===== src/rtl/mips_fetch_unit.sv =====
// MIPS instruction-fetch front end: PC sequencing, 1-cycle program-memory
// reads, prefetch queue, redirect/flush and range/alignment fault capture.
module mips_fetch_unit #(
  parameter int                    DATA_WIDTH   = 32,
  parameter logic [DATA_WIDTH-1:0] TEXT_BASE    = 32'h0040_0000,
  parameter logic [DATA_WIDTH-1:0] RESET_PC     = 32'h0040_0000,
  parameter int                    MEMORY_DEPTH = 32,
  parameter int                    QUEUE_DEPTH  = 4,
  parameter int                    ADDR_W       = $clog2(MEMORY_DEPTH)
) (
  input  logic                  clk,
  input  logic                  reset,
  input  logic                  fetch_en,
  output logic                  imem_req,
  output logic [ADDR_W-1:0]     imem_addr,
  input  logic [DATA_WIDTH-1:0] imem_rdata,
  output logic                  instr_valid,
  input  logic                  instr_ready,
  output logic [DATA_WIDTH-1:0] instr,
  output logic [DATA_WIDTH-1:0] instr_pc,
  input  logic                  redirect,
  input  logic [DATA_WIDTH-1:0] redirect_pc,
  output logic                  fetch_fault,
  output logic [DATA_WIDTH-1:0] fault_pc
);

  localparam int PTR_W = $clog2(QUEUE_DEPTH);
  localparam int CNT_W = PTR_W + 1;
  localparam logic [DATA_WIDTH:0] MEM_BYTES =
    (DATA_WIDTH+1)'(4 * MEMORY_DEPTH);
  localparam logic [CNT_W:0] Q_LIMIT = (CNT_W+1)'(QUEUE_DEPTH);

  typedef enum logic [1:0] {
    IDLE  = 2'd0,
    RUN   = 2'd1,
    FAULT = 2'd2
  } state_t;

  state_t state_q, state_d;

  logic [DATA_WIDTH-1:0] pc_q;
  logic [DATA_WIDTH-1:0] ret_pc_q;
  logic [DATA_WIDTH-1:0] fault_pc_q;
  logic                  fault_q;
  logic                  inflight_q;
  logic                  tag_q;
  logic                  epoch_q;
  logic [PTR_W-1:0]      rd_q;
  logic [PTR_W-1:0]      wr_q;
  logic [CNT_W-1:0]      cnt_q;

  logic [DATA_WIDTH-1:0] q_pc    [QUEUE_DEPTH];
  logic [DATA_WIDTH-1:0] q_instr [QUEUE_DEPTH];

  logic [DATA_WIDTH-1:0] offset;
  logic                  in_range;
  logic                  credit_ok;
  logic                  issue;
  logic                  fault_hit;
  logic                  push;
  logic                  pop;

  assign offset   = pc_q - TEXT_BASE;
  assign in_range = (pc_q[1:0] == 2'b00)
                 && (pc_q >= TEXT_BASE)
                 && ({1'b0, offset} < MEM_BYTES);

  // Room for the in-flight word plus one more before issuing.
  assign credit_ok = ({1'b0, cnt_q}
                   + {{CNT_W{1'b0}}, inflight_q}) < Q_LIMIT;

  // Return is dropped on a flush in its cycle or after an epoch change.
  assign push = inflight_q && (tag_q == epoch_q)
             && !redirect && !reset;

  assign instr_valid = (cnt_q != '0);
  assign pop         = instr_valid && instr_ready;

  // Next-state and issue/fault decisions; redirect outranks issue.
  always_comb begin
    state_d   = state_q;
    issue     = 1'b0;
    fault_hit = 1'b0;
    unique case (state_q)
      IDLE: begin
        if (fetch_en) state_d = RUN;
      end
      RUN: begin
        if (!redirect) begin
          if (!in_range) begin
            fault_hit = 1'b1;
            state_d   = FAULT;
          end else if (fetch_en && credit_ok) begin
            issue = 1'b1;
          end
        end
      end
      FAULT: begin
        if (redirect) state_d = RUN;
      end
      default: state_d = IDLE;
    endcase
  end

  // FSM state register.
  always_ff @(posedge clk) begin
    if (reset) state_q <= IDLE;
    else       state_q <= state_d;
  end

  // PC, in-flight tracking, queue pointers and fault capture.
  always_ff @(posedge clk) begin
    if (reset) begin
      pc_q       <= RESET_PC;
      ret_pc_q   <= '0;
      fault_pc_q <= '0;
      fault_q    <= 1'b0;
      inflight_q <= 1'b0;
      tag_q      <= 1'b0;
      epoch_q    <= 1'b0;
      rd_q       <= '0;
      wr_q       <= '0;
      cnt_q      <= '0;
    end else begin
      inflight_q <= issue;
      if (issue) begin
        tag_q    <= epoch_q;
        ret_pc_q <= pc_q;
      end
      if (redirect) begin
        pc_q       <= redirect_pc;
        epoch_q    <= ~epoch_q;
        fault_q    <= 1'b0;
        fault_pc_q <= '0;
        rd_q       <= '0;
        wr_q       <= '0;
        cnt_q      <= '0;
      end else begin
        if (issue) pc_q <= pc_q + DATA_WIDTH'(4);
        if (fault_hit) begin
          fault_q    <= 1'b1;
          fault_pc_q <= pc_q;
        end
        if (push) wr_q <= wr_q + PTR_W'(1);
        if (pop)  rd_q <= rd_q + PTR_W'(1);
        cnt_q <= cnt_q + CNT_W'(push) - CNT_W'(pop);
      end
    end
  end

  // Queue storage; contents are qualified by the count.
  always_ff @(posedge clk) begin
    if (push) begin
      q_pc[wr_q]    <= ret_pc_q;
      q_instr[wr_q] <= imem_rdata;
    end
  end

  assign imem_req    = issue;
  assign imem_addr   = issue ? offset[ADDR_W+1:2] : '0;
  assign instr       = instr_valid ? q_instr[rd_q] : '0;
  assign instr_pc    = instr_valid ? q_pc[rd_q] : '0;
  assign fetch_fault = fault_q;
  assign fault_pc    = fault_pc_q;

endmodule


===== config.mk =====
export PLATFORM = sky130hd
export DESIGN_NAME = mips_fetch_unit
export DESIGN_NICKNAME = d
export VERILOG_FILES = /design/src/rtl/mips_fetch_unit.sv
export SDC_FILE = /design/constraint.sdc
export NUM_CORES = 1
export LEC_CHECK = 0
export BUFFER_PORTS_ARGS = -buffer_cell sky130_fd_sc_hd__buf_2
export CORE_UTILIZATION = 53
export DETAILED_ROUTE_END_ITERATION = 7
export HOLD_SLACK_MARGIN = 0.15
export PLACE_DENSITY = 0.71
export SYNTH_ARGS = -nofsm -noshare
export SYNTH_HDL_FRONTEND = slang
export SYNTH_SLANG_ARGS = --single-unit

===== constraint.sdc =====
create_clock -name clk -period 5.6 [get_ports clk]
set_input_delay 0.84 -clock clk [delete_from_list [all_inputs] [get_ports clk]]
set_output_delay 0.84 -clock clk [all_outputs]
set_load 0.1 [all_outputs]

==> impl_metrics.json, run 1 <==
{
  "cts_tree": "done",
  "area_growth_syn_to_layout_pct": 18.02,
  "min_period_ns": 3.689,
  "rsz0062_at_grt": "false",
  "skew_ns": 0.008981,
  "post-cts-setup-buffers": 0,
  "ys_types": 41,
  "hold_violations": 0,
  "wire_per_inst_um": 18.47,
  "synthDominantCellAreaShare": 0.5601,
  "fin_cells": 1339,
  "place_hpwl_um": 13770,
  "maxCapViolations": 0,
  "numPortBuffers": 172,
  "cp.depth": 4,
  "syn_avg_cell_area_sq_um": 17.14,
  "worst_pin_slew_ns": 1.003,
  "fmax_mhz": 271.1,
  "synth_seq_cells": 367,
  "grt.total_usage": 0.1866,
  "fin_crit_sh": 0.6588,
  "placementRows": 58,
  "post_cts_resized": 0,
  "path_delay_family": "flip-flops",
  "die_y_um": 162.9,
  "relSlewSlack": 0.3314,
  "r2r_slack_ns": 2.89,
  "hp-class": "reg -> reg",
  "clock_sinks": 367,
  "die_x_um": 162.9,
  "power_density_nw_per_um2": 346.6,
  "yosys_warnings": 0,
  "synth-edff-count": 256,
  "drc": 0,
  "endpoint_kind": "output pin",
  "syn_inst": 801,
  "fin_setup_tns_ns": 0,
  "final_cell_mix": "edfxtp_1, buf_2, dfxtp_1, and2_1, nor2_1",
  "cpPeakStageDelay_ns": 0.84,
  "start_util": 0.5419,
  "final_common_cell": "edfxtp_1",
  "synthesis.nets": 879,
  "p_leak_nw": 6.300,
  "antenna_cells": 0,
  "reg2reg_depth": 10,
  "r2r_end": "cnt_q[2]$_SDFF_PP0_",
  "clk_pin_slew_ns": 0.06,
  "layout.nets": 1057,
  "wl_um": 24730,
  "yosysTopAreaCell": "edfxtp_1",
  "syn-cell-area_sq_um": 13730,
  "synthArstFlopShare": 0,
  "grt_pass1_wl_um": 38140,
  "worstPathArrival_ns": 2.85,
  "insertion_delay_ns": 0.51,
  "crit_buf_inv": 2,
  "crit_fanout": 37,
  "via_count": 7191,
  "cts.htree.levels": 2,
  "critical_path_class": "reg -> out",
  "totalPowerFinal_mw": 5.615,
  "cp.required_ns": 4.76,
  "synth-seq-area-share": 0.7220,
  "place_inst": 1269,
  "gp_congestion": 0.7679,
  "setup_viol": 0,
  "crit_end": "instr[19]",
  "crit_slowest_cell": "dfxtp_4",
  "yosys-top-cells-area": "edfxtp_1, dfxtp_1, mux4_2",
  "cts_buffers": 38,
  "antenna_found_initial": 0,
  "viasPerCell": 5.370,
  "grt_pass1_vias": 7189,
  "startpoint_type": "flip-flop",
  "cts_max_path_buffers": 3,
  "drt_iter0_markers": 495,
  "root_buffer": "clkbuf_16",
  "grt_max_degree": 67,
  "ant_nets": 0,
  "r2r_start": "cnt_q[1]$_SDFF_PP0_",
  "coreArea_sq_um": 25330,
  "num_io_pins": 173,
  "drt-pass1-iter-count": 5,
  "hold_buffers": 0,
  "status": "finished, final reports clean",
  "ir_drop_mv": 0.2623,
  "grt_remaining_overflow": 0,
  "die_area_sq_um": 26540,
  "worstPathCellList": "buf_4 -> mux4_2 -> and2_1 -> buf_2",
  "slew_violations": 0,
  "synth_flop_cell": "edfxtp_1",
  "drive_gt1_frac": 0.3142
}
-- tightest hold or removal path, stage by stage, from the launching register on --
cell     delay (ns)
dfxtp_1        0.31
inv_1          0.05
a21oi_1        0.05
-- how the worst min path moves through the flow --
| stage | from | to | slack [ns] | cells after the start |
|---|---|---|---|---|
| 5_1_grt | fetch_fault$_SDFFE_PP0P_ | fetch_fault$_SDFFE_PP0P_ | 0.47 | 2 |
| 2_1_floorplan | pc_q[24]$_SDFFE_PP0P_ | fault_pc[24]$_SDFFE_PP0P_ | 0.45 | 2 |
| 4_1_cts | fetch_fault$_SDFFE_PP0P_ | fetch_fault$_SDFFE_PP0P_ | 0.45 | 2 |
| 6_report | fetch_fault$_SDFFE_PP0P_ | fetch_fault$_SDFFE_PP0P_ | 0.45 | 2 |
| 3_5_place_dp | fetch_fault$_SDFFE_PP0P_ | fetch_fault$_SDFFE_PP0P_ | 0.44 | 2 |
| 3_3_place_gp | fetch_fault$_SDFFE_PP0P_ | fetch_fault$_SDFFE_PP0P_ | 0.43 | 2 |
-- kinds of logic (layout without fill, tap and decap cells) --
family / Yosys count / count (layout) / share of synthesized area
fa+ha+maj: 9 / 9 / 0.008751
simple gates: 219 / 219 / 0.08560
flops: 367 / 367 / 0.7220
mux: 131 / 131 / 0.1539
buf+inv: 51 / 259 / 0.01714
xor+xnor: 6 / 6 / 0.003829
compound gates: 18 / 18 / 0.008843
-- layer usage --
layer | up-vias | share of wire | track usage
met4 | 0 | 0.017 | 0.05013
met5 | - | 0 | 0
li1 | 3360 | - | -
met1 | 3587 | 0.43 | 0.2498
met3 | 37 | 0.065 | 0.04507
met2 | 207 | 0.48 | 0.3058
-- registers in the layout (all words and copies together) (netlist names), named ones only --
| name | cells |
|---|---|
| q_pc | 128 |
| rd_q | 2 |
| pc_q | 32 |
| ret_pc_q | 32 |
| inflight_q | 1 |
| epoch_q | 1 |
| tag_q | 1 |
| fetch_fault | 1 |
| fault_pc | 32 |
| state_q | 2 |
| wr_q | 2 |
| q_instr | 128 |
| cnt_q | 3 |
-- where the power goes --
group	leakage, nW	switching [mW]	internal (mW)	total (mW)
Sequential	3.34	0.0184	2.90	2.92
Clock	0.638	0.979	1.58	2.56
Combinational	2.32	0.0834	0.0524	0.136
-- cell type report --
| cell class | count | area (sq um) |
|---|---|---|
| sequential | 367 | 9917 |
| fill | 1811 | 9128 |
| multi-input combinational | 383 | 3600 |
| clock buffer | 58 | 1170 |
| timing repair buffer | 180 | 920.9 |
| tap | 330 | 412.9 |
| clock inverter | 12 | 145.1 |
| inverter | 9 | 33.78 |
-- synthesized netlist by cell type (all sizes together) (4+ instances only) --
cell and n:
a21oi 5, and2 102, buf 17, clkbuf 25, dfxtp 111, edfxtp 256
ha 8, inv 9, mux2i 67, mux4 64, nand2 8, nand3 4
nor2 82, nor4 6, xnor2 5
-- stage by stage --
stage	hold slack, ns	instance area [sq um]	worst slack, ns	util
detailed placement	0.4405	14880	2.149	0.5877
finish	0.4453	16200	1.911	0.6396
global route	0.4652	16200	1.684	0.6396
CTS	0.4494	16200	1.799	0.6396
global placement	0.4294	14880	2.192	0.5877
floorplan	0.4519	13730	1.981	-
(Power assumes the default switching activity.)
==> run 2, diff against run 1 <==
--- a/config.mk
+++ b/config.mk
@@ -6,10 +6,10 @@
 export NUM_CORES = 1
 export LEC_CHECK = 0
 export BUFFER_PORTS_ARGS = -buffer_cell sky130_fd_sc_hd__buf_2
-export CORE_UTILIZATION = 53
+export CORE_UTILIZATION = 52
 export DETAILED_ROUTE_END_ITERATION = 7
 export HOLD_SLACK_MARGIN = 0.15
-export PLACE_DENSITY = 0.71
+export PLACE_DENSITY = 0.73
 export SYNTH_ARGS = -nofsm -noshare
 export SYNTH_HDL_FRONTEND = slang
 export SYNTH_SLANG_ARGS = --single-unit
==> constraint.sdc (replaced) <==
create_clock -name clk -period 3.2 [get_ports clk]
set_input_delay 0.48 -clock clk [delete_from_list [all_inputs] [get_ports clk]]
set_output_delay 0.48 -clock clk [all_outputs]
set_load 0.1 [all_outputs]
==> run 2 against run 1 <==
Cell area grew 0.98%. Hold slack lost 0.26 ns. Routed wire length grew 2.2%. Register-to-register slack lost 2.0 ns. Sequential power grew 75%. Clock skew grew 0.0047 ns. Critical path depth grew 2. Combinational power grew 79%. Core utilization shrank 1.0 points. Global-route usage is essentially flat. Via count grew 0.49%. Clock power grew 63%. Largest cell class unchanged. Largest power group unchanged.
==> impl_metrics.json, run 2 (synthesis gave the netlist of run 1 again) <==
{
  "multi_input_area_sq_um": 3595,
  "ant_nets": 0,
  "worst_pin_slew_ns": 0.5997,
  "place_hpwl_um": 14670,
  "num-fill-cells": 1879,
  "root_buffer": "clkbuf_16",
  "antenna_found_initial": 1,
  "area_growth_syn_to_layout_pct": 19.18,
  "post-place-ws_ns": 0.7262,
  "hold_violations": 0,
  "cts_tree": "done",
  "ir_drop_mv": 0.4755,
  "startpoint_type": "flip-flop",
  "fmax_mhz": 334.7,
  "setup_viol": 0,
  "p_leak_nw": 6.351,
  "cts_buffers": 38,
  "coreArea_sq_um": 25980,
  "worstPathCellList": "nor4_1 -> nand4b_1 -> nor4_4 -> buf_4 -> and2_1 -> buf_12",
  "skew_ns": 0.01370,
  "maxCapViolations": 0,
  "place_area_sq_um": 15160,
  "slew_violations": 0,
  "min_from": "imem_rdata[28]",
  "r2r_slack_ns": 0.88,
  "r2r_start": "pc_q[23]$_SDFFE_PP0P_",
  "top_regs": "q_instr (128), q_pc (128)",
  "wire_per_inst_um": 18.66,
  "fin_ws_ns": 0.2121,
  "num_io_pins": 173,
  "drt-pass1-iter-count": 7,
  "clock_sinks": 367,
  "antenna_cells": 0,
  "grt.total_usage": 0.1864,
  "grt_max_degree": 66,
  "placementRows": 59,
  "layout.nets": 1068,
  "numPortBuffers": 172,
  "relSlewSlack": 0.6002,
  "via_count": 7226,
  "crit_slowest_cell": "nor4_1",
  "hold_buffers": 0,
  "fin_crit_sh": 0.9337,
  "crit_fanout": 9,
  "drt_iter0_markers": 469,
  "cpPeakStageDelay_ns": 0.54,
  "cts_max_path_buffers": 3,
  "post-cts-setup-buffers": 0,
  "start_util": 0.5282,
  "status": "finished, final reports clean",
  "final_area_sq_um": 16360,
  "drive_gt1_frac": 0.3140,
  "gp_congestion": 0.7804,
  "grt_remaining_overflow": 0,
  "final_cell_mix": "edfxtp_1, buf_2, dfxtp_1, and2_1, nor2_1",
  "viasPerCell": 5.337,
  "crit_buf_inv": 2,
  "r2r_end": "fault_pc[10]$_SDFFE_PP0P_",
  "cts.htree.levels": 2,
  "path_delay_family": "simple AND/OR/NAND/NOR gates",
  "post_cts_resized": 0,
  "power_density_nw_per_um2": 581.9,
  "rsz0062_at_grt": "false",
  "fin_setup_tns_ns": 0,
  "worstPathArrival_ns": 2.51,
  "fin_util": 0.6295,
  "die_area_sq_um": 27050,
  "hold_depth": 1,
  "insertion_delay_ns": 0.51,
  "grt_pass1_wl_um": 38840,
  "reg2reg_depth": 6,
  "min_period_ns": 2.988,
  "grt_pass1_vias": 7333,
  "die_y_um": 164.5,
  "wl_um": 25260,
  "clk_pin_slew_ns": 0.06,
  "critical_path_class": "reg -> out",
  "cp.required_ns": 2.72,
  "die_x_um": 164.5,
  "whs_endpoint": "q_instr[0][28]$_DFFE_PP_",
  "seq_area_sq_um": 9915,
  "drc": 0,
  "endpoint_kind": "output pin",
  "hp-class": "in -> reg",
  "final_common_cell": "edfxtp_1"
}
==> run 2: changes by cell type in the layout (fill, tap and decap cells not counted), sizes merged <==
cell / before / now
clkbuf: 58 / 50
bufinv: 3 / 1
clkinv: 5 / 17
buf: 180 / 191
clkinvlp: 3 / 0
==> run 2: metal layers <==
metal	GRT usage	wire, um	vias up
met3	0.04545	1741	40
met5	0	10	-
met1	0.2426	10840	3582
li1	-	-	3374
met4	0.05338	467	2
met2	0.3117	12200	228
==> run 2: worst max-delay path by stage <==
| stage | endpoint | slack, ns | cells past startpoint | startpoint |
|---|---|---|---|---|
| after floorplan | imem_addr[1] | 0.24 | 6 | cnt_q[1]$_SDFF_PP0_ |
| after global placement | imem_addr[0] | 0.79 | 6 | pc_q[23]$_SDFFE_PP0P_ |
| after detailed placement | cnt_q[2]$_SDFF_PP0_ | 0.73 | 11 | redirect |
| after CTS | imem_addr[0] | 0.19 | 6 | pc_q[23]$_SDFFE_PP0P_ |
| after global routing | imem_addr[0] | 0.05 | 6 | pc_q[23]$_SDFFE_PP0P_ |
| final | imem_addr[0] | 0.21 | 6 | pc_q[23]$_SDFFE_PP0P_ |
==> run 2: where the power goes <==
| part | switching [mW] | internal [mW] |
|---|---|---|
| logic | 0.148 | 0.0968 |
| registers | 0.0333 | 5.07 |
| clock network | 1.69 | 2.48 |
==> run 2: area by class of cell <==
type,instances,area share
multi-input cells,383,0.2197
repair buffers,191,0.07297
clock inverters,19,0.006807
clock buffers,50,0.06670
inverters,9,0.002065
well taps,335,0.02562
flip-flops and latches,367,0.6061
==> run 2: through the flow <==
stage | hold slack (ns) | cells | power (mW)
3_3_place_gp | 0.4326 | 1285 | 5.446
2_1_floorplan | 0.4519 | 801 | 5.350
3_5_place_dp | 0.4631 | 1285 | 5.453
4_1_cts | 0.1665 | 1354 | 9.608
5_1_grt | 0.1708 | 1354 | 9.805
6_report | 0.1861 | 1354 | 9.518
